### config.mk
export PLATFORM = sky130hd
export DESIGN_NAME = formula_n_isqrt_fsm
export DESIGN_NICKNAME = d
export VERILOG_FILES = /design/src/rtl/formula_n_isqrt_fsm.sv
export SDC_FILE = /design/constraint.sdc
export NUM_CORES = 1
export LEC_CHECK = 0
export BUFFER_PORTS_ARGS = -buffer_cell sky130_fd_sc_hd__buf_2
export CAP_MARGIN = 5
export CORE_MARGIN = 4
export CORE_UTILIZATION = 51
export DETAILED_ROUTE_END_ITERATION = 8
export PLACE_DENSITY = 0.84
export SLEW_MARGIN = 20
export SYNTH_ARGS = -nofsm -noshare
export SYNTH_HDL_FRONTEND = slang
export SYNTH_SLANG_ARGS = --single-unit
### constraint.sdc
create_clock -name clk -period 3.6 [get_ports clk]
set_input_delay 0.36 -clock clk [delete_from_list [all_inputs] [get_ports clk]]
set_output_delay 0.36 -clock clk [all_outputs]
set_load 0.01 [all_outputs]
### src/rtl/formula_n_isqrt_fsm.sv
// Sequences N_ARGS arguments through one shared, externally instantiated isqrt block.
// The sum formula adds every root; the nested formula feeds each root into the next operand.
module formula_n_isqrt_fsm #(
    parameter int N_ARGS = 3,
    parameter int WIDTH  = 32,
    parameter int X_W    = WIDTH + 1,
    parameter int Y_W    = WIDTH / 2 + 1,
    parameter int RES_W  = Y_W + $clog2(N_ARGS)
) (
    input  logic                      clk,
    input  logic                      rst,
    input  logic                      arg_vld,
    input  logic                      mode,
    input  logic [N_ARGS*WIDTH-1:0]   args,
    output logic                      busy,
    output logic                      res_vld,
    output logic [RES_W-1:0]          res,
    output logic                      isqrt_x_vld,
    output logic [X_W-1:0]            isqrt_x,
    input  logic                      isqrt_y_vld,
    input  logic [Y_W-1:0]            isqrt_y
);

    localparam int IDX_W = $clog2(N_ARGS);
    localparam logic [IDX_W-1:0] IDX_LAST = IDX_W'(N_ARGS - 1);

    typedef enum logic [1:0] {
        IDLE,
        ISSUE,
        WAIT
    } state_t;

    state_t                    state_q, state_d;
    logic [N_ARGS*WIDTH-1:0]   args_q, args_d;
    logic                      mode_q, mode_d;
    logic [IDX_W-1:0]          idx_q, idx_d;
    logic [RES_W-1:0]          acc_q, acc_d;
    logic [RES_W-1:0]          res_q, res_d;
    logic                      res_vld_q, res_vld_d;
    logic [X_W-1:0]            x_q, x_d;

    logic [IDX_W-1:0]          idx_first;
    logic [IDX_W-1:0]          idx_next;
    logic [RES_W-1:0]          acc_new;
    logic                      last_arg;

    function automatic logic [WIDTH-1:0] arg_sel(input logic [N_ARGS*WIDTH-1:0] a,
                                                 input logic [IDX_W-1:0] i);
        return a[int'(i)*WIDTH +: WIDTH];
    endfunction

    // The next operand is computed on the transition into ISSUE so isqrt_x is
    // already stable while isqrt_x_vld is high and then simply holds.
    always_comb begin
        state_d   = state_q;
        args_d    = args_q;
        mode_d    = mode_q;
        idx_d     = idx_q;
        acc_d     = acc_q;
        res_d     = res_q;
        res_vld_d = 1'b0;
        x_d       = x_q;

        idx_first = mode ? IDX_LAST : '0;
        idx_next  = mode_q ? (idx_q - IDX_W'(1)) : (idx_q + IDX_W'(1));
        acc_new   = mode_q ? RES_W'(isqrt_y) : (acc_q + RES_W'(isqrt_y));
        last_arg  = mode_q ? (idx_q == '0) : (idx_q == IDX_LAST);

        case (state_q)
            IDLE: begin
                if (arg_vld) begin
                    args_d  = args;
                    mode_d  = mode;
                    idx_d   = idx_first;
                    acc_d   = '0;
                    x_d     = X_W'(arg_sel(args, idx_first));
                    state_d = ISSUE;
                end
            end
            ISSUE: begin
                state_d = WAIT;
            end
            WAIT: begin
                if (isqrt_y_vld) begin
                    acc_d = acc_new;
                    if (last_arg) begin
                        res_d     = acc_new;
                        res_vld_d = 1'b1;
                        state_d   = IDLE;
                    end else begin
                        idx_d   = idx_next;
                        x_d     = mode_q ? (X_W'(arg_sel(args_q, idx_next)) + X_W'(isqrt_y))
                                         : X_W'(arg_sel(args_q, idx_next));
                        state_d = ISSUE;
                    end
                end
            end
            default: begin
                state_d = IDLE;
            end
        endcase
    end

    always_ff @(posedge clk) begin
        if (!rst) begin
            state_q   <= IDLE;
            args_q    <= '0;
            mode_q    <= 1'b0;
            idx_q     <= '0;
            acc_q     <= '0;
            res_q     <= '0;
            res_vld_q <= 1'b0;
            x_q       <= '0;
        end else begin
            state_q   <= state_d;
            args_q    <= args_d;
            mode_q    <= mode_d;
            idx_q     <= idx_d;
            acc_q     <= acc_d;
            res_q     <= res_d;
            res_vld_q <= res_vld_d;
            x_q       <= x_d;
        end
    end

    assign busy        = (state_q != IDLE);
    assign isqrt_x_vld = (state_q == ISSUE);
    assign isqrt_x     = x_q;
    assign res         = res_q;
    assign res_vld     = res_vld_q;

endmodule

### Word-level counts from Yosys, hierarchy flattened

Index checks and enable logic that the tools add are counted.

| word-level totals | value |
|---|---|
| register bits | 173 |
| input port bits | 118 |
| output and inout bits | 55 |
| word-level logic and storage cells | 51 |

| operators by class | value |
|---|---|
| add/sub/neg operators | 4 |
| equality and inequality tests | 6 |
| shifts and indexed selects | 2 |
| multiplexer cells | 21 |
| reduce and logical (&&, ||, !) cells | 10 |

Operators with widths:

| operator | count |
|---|---|
| variable part select 96 x 8 -> 32 bit | 2 |
| 2-to-1 mux 33 bit | 4 |
| one-hot mux 33 bit (2 select lines) | 1 |
| 2-to-1 mux 19 bit | 3 |
| one-hot mux 19 bit (2 select lines) | 1 |
| adder 32 x 17 -> 33 bit | 1 |
| adder 19 x 17 -> 19 bit | 1 |
| 2-to-1 mux 2 bit | 7 |
| AND reduction 3 bit | 3 |
| != test 2 bit, second input constant | 3 |
| one-hot mux 2 bit (3 select lines) | 1 |
| equality test 2 bit, second input constant | 2 |
| zero test 2 bit | 2 |
| one-hot mux 2 bit (2 select lines) | 1 |
| AND reduction 2 bit | 2 |
| AND reduction 4 bit | 1 |
| nonzero test 2 bit | 2 |
| 2-to-1 mux 1 bit | 3 |
| adder 2 x 1 -> 2 bit, second input constant | 1 |
| equality test 2 x 1 -> 1 bit, second input constant | 1 |
| subtractor 2 x 1 -> 2 bit, second input constant | 1 |

### Logic depth before layout (Yosys ltp)

| logic depth | value |
|---|---|
| depth in word-level cells | 8 |
| depth in mapped cells | 16 |
| mapped depth without buffers | 14 |

### Worst setup path after synthesis

No wires, ideal clock.

| timing | value |
|---|---|
| kind | register -> register |
| start | register mode_q |
| end | register x_q[28] (netlist: isqrt_x[28]) |
| setup time | 127 ps |
| data arrival time | 3318 ps |
| data required time | 3473 ps |
| path slack | 155 ps |
| stages on the path, launching flop included | 16 |
| path buffers | 2 |
| period minus slack after synthesis | 3445 ps |
| cells stage by stage | dfxtp_1 -> xor2_4 -> buf_6 -> buf_6 -> nand2_1 -> a21oi_1 -> a31o_2 -> inv_1 -> fa_1 -> nand2b_1 -> a211oi_1 -> nor4b_1 -> o211ai_1 -> nand3b_2 -> nor4_1 -> o31ai_2 |

| between the ends | value |
|---|---|
| longest elaborated chain between the ends | 7 |
| elaborated cells between the ends (all ways) | 10 |
| classes of those cells | add/sub: 1; eq/ne: 1; shift: 1; mux: 6; reduce/logical: 1 |

RTL lines:

| what | line | RTL |
|---|---|---|
| from (decl) | 35 | `logic mode_q, mode_d;` |
| from (signal assigned) | 117 | `mode_q <= mode_d;` |
| 2-to-1 mux 2 bit | 65 | `idx_next = mode_q ? (idx_q - IDX_W'(1)) : (idx_q + IDX_W'(1));` |
| variable part select 96 x 8 -> 32 bit | 49 | `return a[int'(i)*WIDTH +: WIDTH];` |
| adder 32 x 17 -> 33 bit | 92 | `x_d = mode_q ? (X_W'(arg_sel(args_q, idx_next)) + X_W'(isqrt_y))` |
| 2-to-1 mux 33 bit | 92 |  |
| 2-to-1 mux 33 bit | 86 | `if (last_arg) begin` |
| 2-to-1 mux 33 bit | 84 | `if (isqrt_y_vld) begin` |
| one-hot mux 33 bit (2 select lines) | 69 | `case (state_q)` |
| to (signal assigned) | 113 | `x_q <= '0;` |
| to (signal assigned) | 122 | `x_q <= x_d;` |
| to (decl) | 40 | `logic [X_W-1:0] x_q, x_d;` |

Several ways; a longest one is shown, not always the timed one. The select of a mux whose other input is x is not followed.
A chain may end at the register's enable or synchronous reset.

### Worst setup path after layout

Ends and elaborated chain as after synthesis.

==> flow_metrics.py <==
metrics = {
    "hold_path": {
        "hp-start": "args[53]",
        "hp-class": "in -> reg",
    },
    "grt": {
        "globalRouteTotalUtil_pct": 26.5,
        "grt_pass1_vias": 9414,
        "antenna_found_initial": 1,
        "grt_max_degree": 103,
        "grt_pass1_wl_microns": 47000,
        "grt_overflow": 0,
    },
    "critical_path": {
        "worst_path_most_repeated_cell": "buf_4",
        "cp_slowest_stage_delay_ns": 0.44,
        "crit_start": "mode_q",
        "path_cells": "xor2_4 > buf_4 > nand2_1 > a21oi_1 > a31o_2 > inv_1 > fa_1 > nand2b_1 > a211oi_1 > nor4b_2 > o211ai_1 > buf_4 > nand3b_2 > nor4_1 > o31ai_2",
        "r2r-start": "mode_q",
        "worstSetupEndpointType": "flop",
        "arrival_ns": 3.69,
        "crit_fanout": 9,
        "cp_data_required_time_ns": 3.92,
        "crit_type": "reg -> reg",
        "cpMaxStageDelayCell": "dfxtp_4",
        "worstSetupStartpointType": "flop",
    },
    "clock_tree": {
        "cts_tree": "built",
        "cts_htree_levels": 4,
        "cts_buffer_depth": 2,
        "cts-root-buf": "clkbuf_16",
        "clock_sinks": 173,
        "cts_buffers": 17,
        "clk-insertion-delay-late_ns": 0.44,
        "clkSlewWorstSetupHoldPaths_ns": 0.07,
    },
    "place": {
        "placed_area_sq_mm": 0.0109,
        "dp.cells": 1650,
        "hpwl_microns": 21200,
        "numPortBuffers": 172,
        "place.gp.congestion": 0.940,
    },
    "sta": {
        "fin_crit_sh_pct": 93.5,
        "drv_slew": 0,
        "setup_viol": 0,
        "hold_viol": 0,
        "relSlewSlack_pct": 27.4,
        "fin_setup_tns_ns": 0,
        "fmax_ghz": 0.297,
        "fin_crit_ns": 3.37,
        "rsz0062_at_grt": "no",
        "finClkSkew_ns": 0.0153,
        "tightest_slew_ns": 1.09,
    },
    "layout": {
        "drive_gt1_share_pct": 19.9,
        "final_common_cell": "nand2_1",
        "syn_to_final_growth_pct": 16.9,
        "design_area_sq_mm": 0.0116,
        "layout.nets": 1566,
        "mostFrequentLayoutCells": "nand2_1 (306), a21oi_1 (176), buf_2 (172), dfxtp_1 (171), mux2i_1 (69)",
        "instances_no_fill": 1685,
        "nFillCells": 1656,
    },
    "logic_synthesis": {
        "yosysWarnings": 0,
        "synth_area_sq_mm": 0.00991,
        "synth_edf_count": 0,
        "syn_area_per_cell_sq_um": 7.75,
        "synth_cell_types": 82,
        "synthFlopType": "dfxtp_1",
        "syn_nets": 1433,
        "async_flop_share_pct": 0,
        "ys_seq_area_share_pct": 35.0,
        "synth-seq-cells": 173,
        "synthCells": 1278,
    },
    "routing": {
        "drc": 0,
        "dr.pass1.iters": 5,
        "wl_microns": 29600,
        "drt_iter0_drc": 841,
        "post_drt_wl_per_cell_microns": 17.6,
        "vias": 10041,
        "antenna_left": 0,
        "drt-vias-per-instance": 5.96,
    },
    "floorplan": {
        "die_h_microns": 147,
        "io_pins": 173,
        "core-area_sq_mm": 0.0189,
        "die_area_sq_mm": 0.0217,
        "start_util_pct": 52.4,
        "rows": 50,
        "dieWidth_microns": 147,
    },
    "pwr": {
        "power_density_mw_per_mm2": 436,
        "p_leak_nw": 4.87,
        "peakVddDrop_mv": 0.349,
    },
    "run_status": {
        "status": "finished, final reports clean",
    },
    "flow_run": {
        "drv_cap": 0,
    },
}
## power by group
| group | total, mW | internal, mW | switching [mW] |
|---|---|---|---|
| Combinational | 1.05 | 0.401 | 0.646 |
| Clock | 1.86 | 1.02 | 0.839 |
| Sequential | 2.13 | 2.04 | 0.0921 |
## cells in the mapped netlist, types with 8 or more instances
library cell / number / area (sq um)
a211oi_1: 10 / 75.1
a21o_1: 11 / 82.6
a21oi_1: 176 / 881
a22oi_1: 9 / 67.6
a31oi_1: 10 / 62.6
buf_1: 8 / 30.0
clkbuf_1: 68 / 255
dfxtp_1: 173 / 3460
ha_1: 35 / 438
inv_1: 16 / 60.1
mux2_2: 11 / 124
mux2i_1: 70 / 701
nand2_1: 306 / 1150
nand3_1: 29 / 145
nand4_1: 11 / 68.8
nor2_1: 62 / 233
nor3_1: 12 / 60.1
o211ai_1: 24 / 180
o21a_1: 16 / 120
o21ai_0: 47 / 235
o21ai_1: 11 / 55.1
or3_1: 9 / 56.3
xnor2_1: 18 / 158
xor2_1: 10 / 87.6
## final cells by class
type	count	area, sq um	share of cell area [%]
Antenna cell	1	2.50	0.0216
Clock buffer	20	467	4.03
Clock inverter	12	126	1.09
Inverter	17	66.3	0.573
Multi-Input combinational cell	997	6010	51.9
Sequential cell	173	3470	30.0
Tap cell	260	325	2.81
Timing Repair Buffer	205	1120	9.64
## cells by family after synthesis
| logic type | share of synthesized area, % |
|---|---|
| compound gates | 23.8 |
| mux | 8.32 |
| buf+inv | 4.67 |
| fa+ha+maj | 4.82 |
| xor+xnor | 2.92 |
| simple gates | 20.6 |
| flops | 35.0 |
## routing by layer
layer / global-route usage [%] / wire length, microns / up-vias
met4: 10.6 / 815 / 0
li1: - / - / 4790
met2: 43.8 / 14000 / 468
met1: 33.7 / 12300 / 4714
met3: 5.82 / 2550 / 69
met5: 0 / 0 / -
## worst max-delay path, delay by kind of cell (launching register included)
family | cells | cell delay, ns
XOR/XNOR | 1 | 0.24
AND/OR/NAND/NOR | 5 | 0.78
adder cells (fa/ha/maj) | 1 | 0.43
AO/OA/AOI/OAI | 5 | 0.95
buffers and inverters | 3 | 0.40
flip-flops | 1 | 0.44
## final timing paths
kind                  to  slack (ns)  depth (start not counted)
max          isqrt_x[28]        0.23                         15
min           args_q[53]        0.15                          3
max reg2reg  isqrt_x[28]        0.23                         15
min reg2reg   args_q[94]        0.45                          2
## state kept, by name, summed over array words and instances (netlist names)
register,count
res_vld,1
args_q,96
isqrt_x,33
res,19
idx_q,2
acc_q,19
state_q,2
mode_q,1
## stage by stage
| stage | utilization [%] | setup slack, ns | hold WS [ns] | total power [mW] |
|---|---|---|---|---|
| 5_1_grt | 61.3 | 0.0197 | 0.141 | 5.25 |
| 6_report | 61.3 | 0.234 | 0.148 | 5.04 |
| 3_5_place_dp | 57.9 | 0.188 | 0.445 | 3.19 |
| 2_1_floorplan | - | 0.155 | 0.432 | 2.84 |
| 4_1_cts | 61.1 | 0.152 | 0.140 | 5.03 |
| 3_3_place_gp | 57.9 | 0.311 | 0.438 | 3.17 |
## what timing repair did
item                                    4_1_cts  5_1_grt
hold buffers                                  0        0
endpoints found under the setup margin        0        9
buffers inserted                              0        2
hold endpoints to repair                      0        0
gates resized for setup                       0        7
No activity file was read; power rests on OpenSTA's default activity.
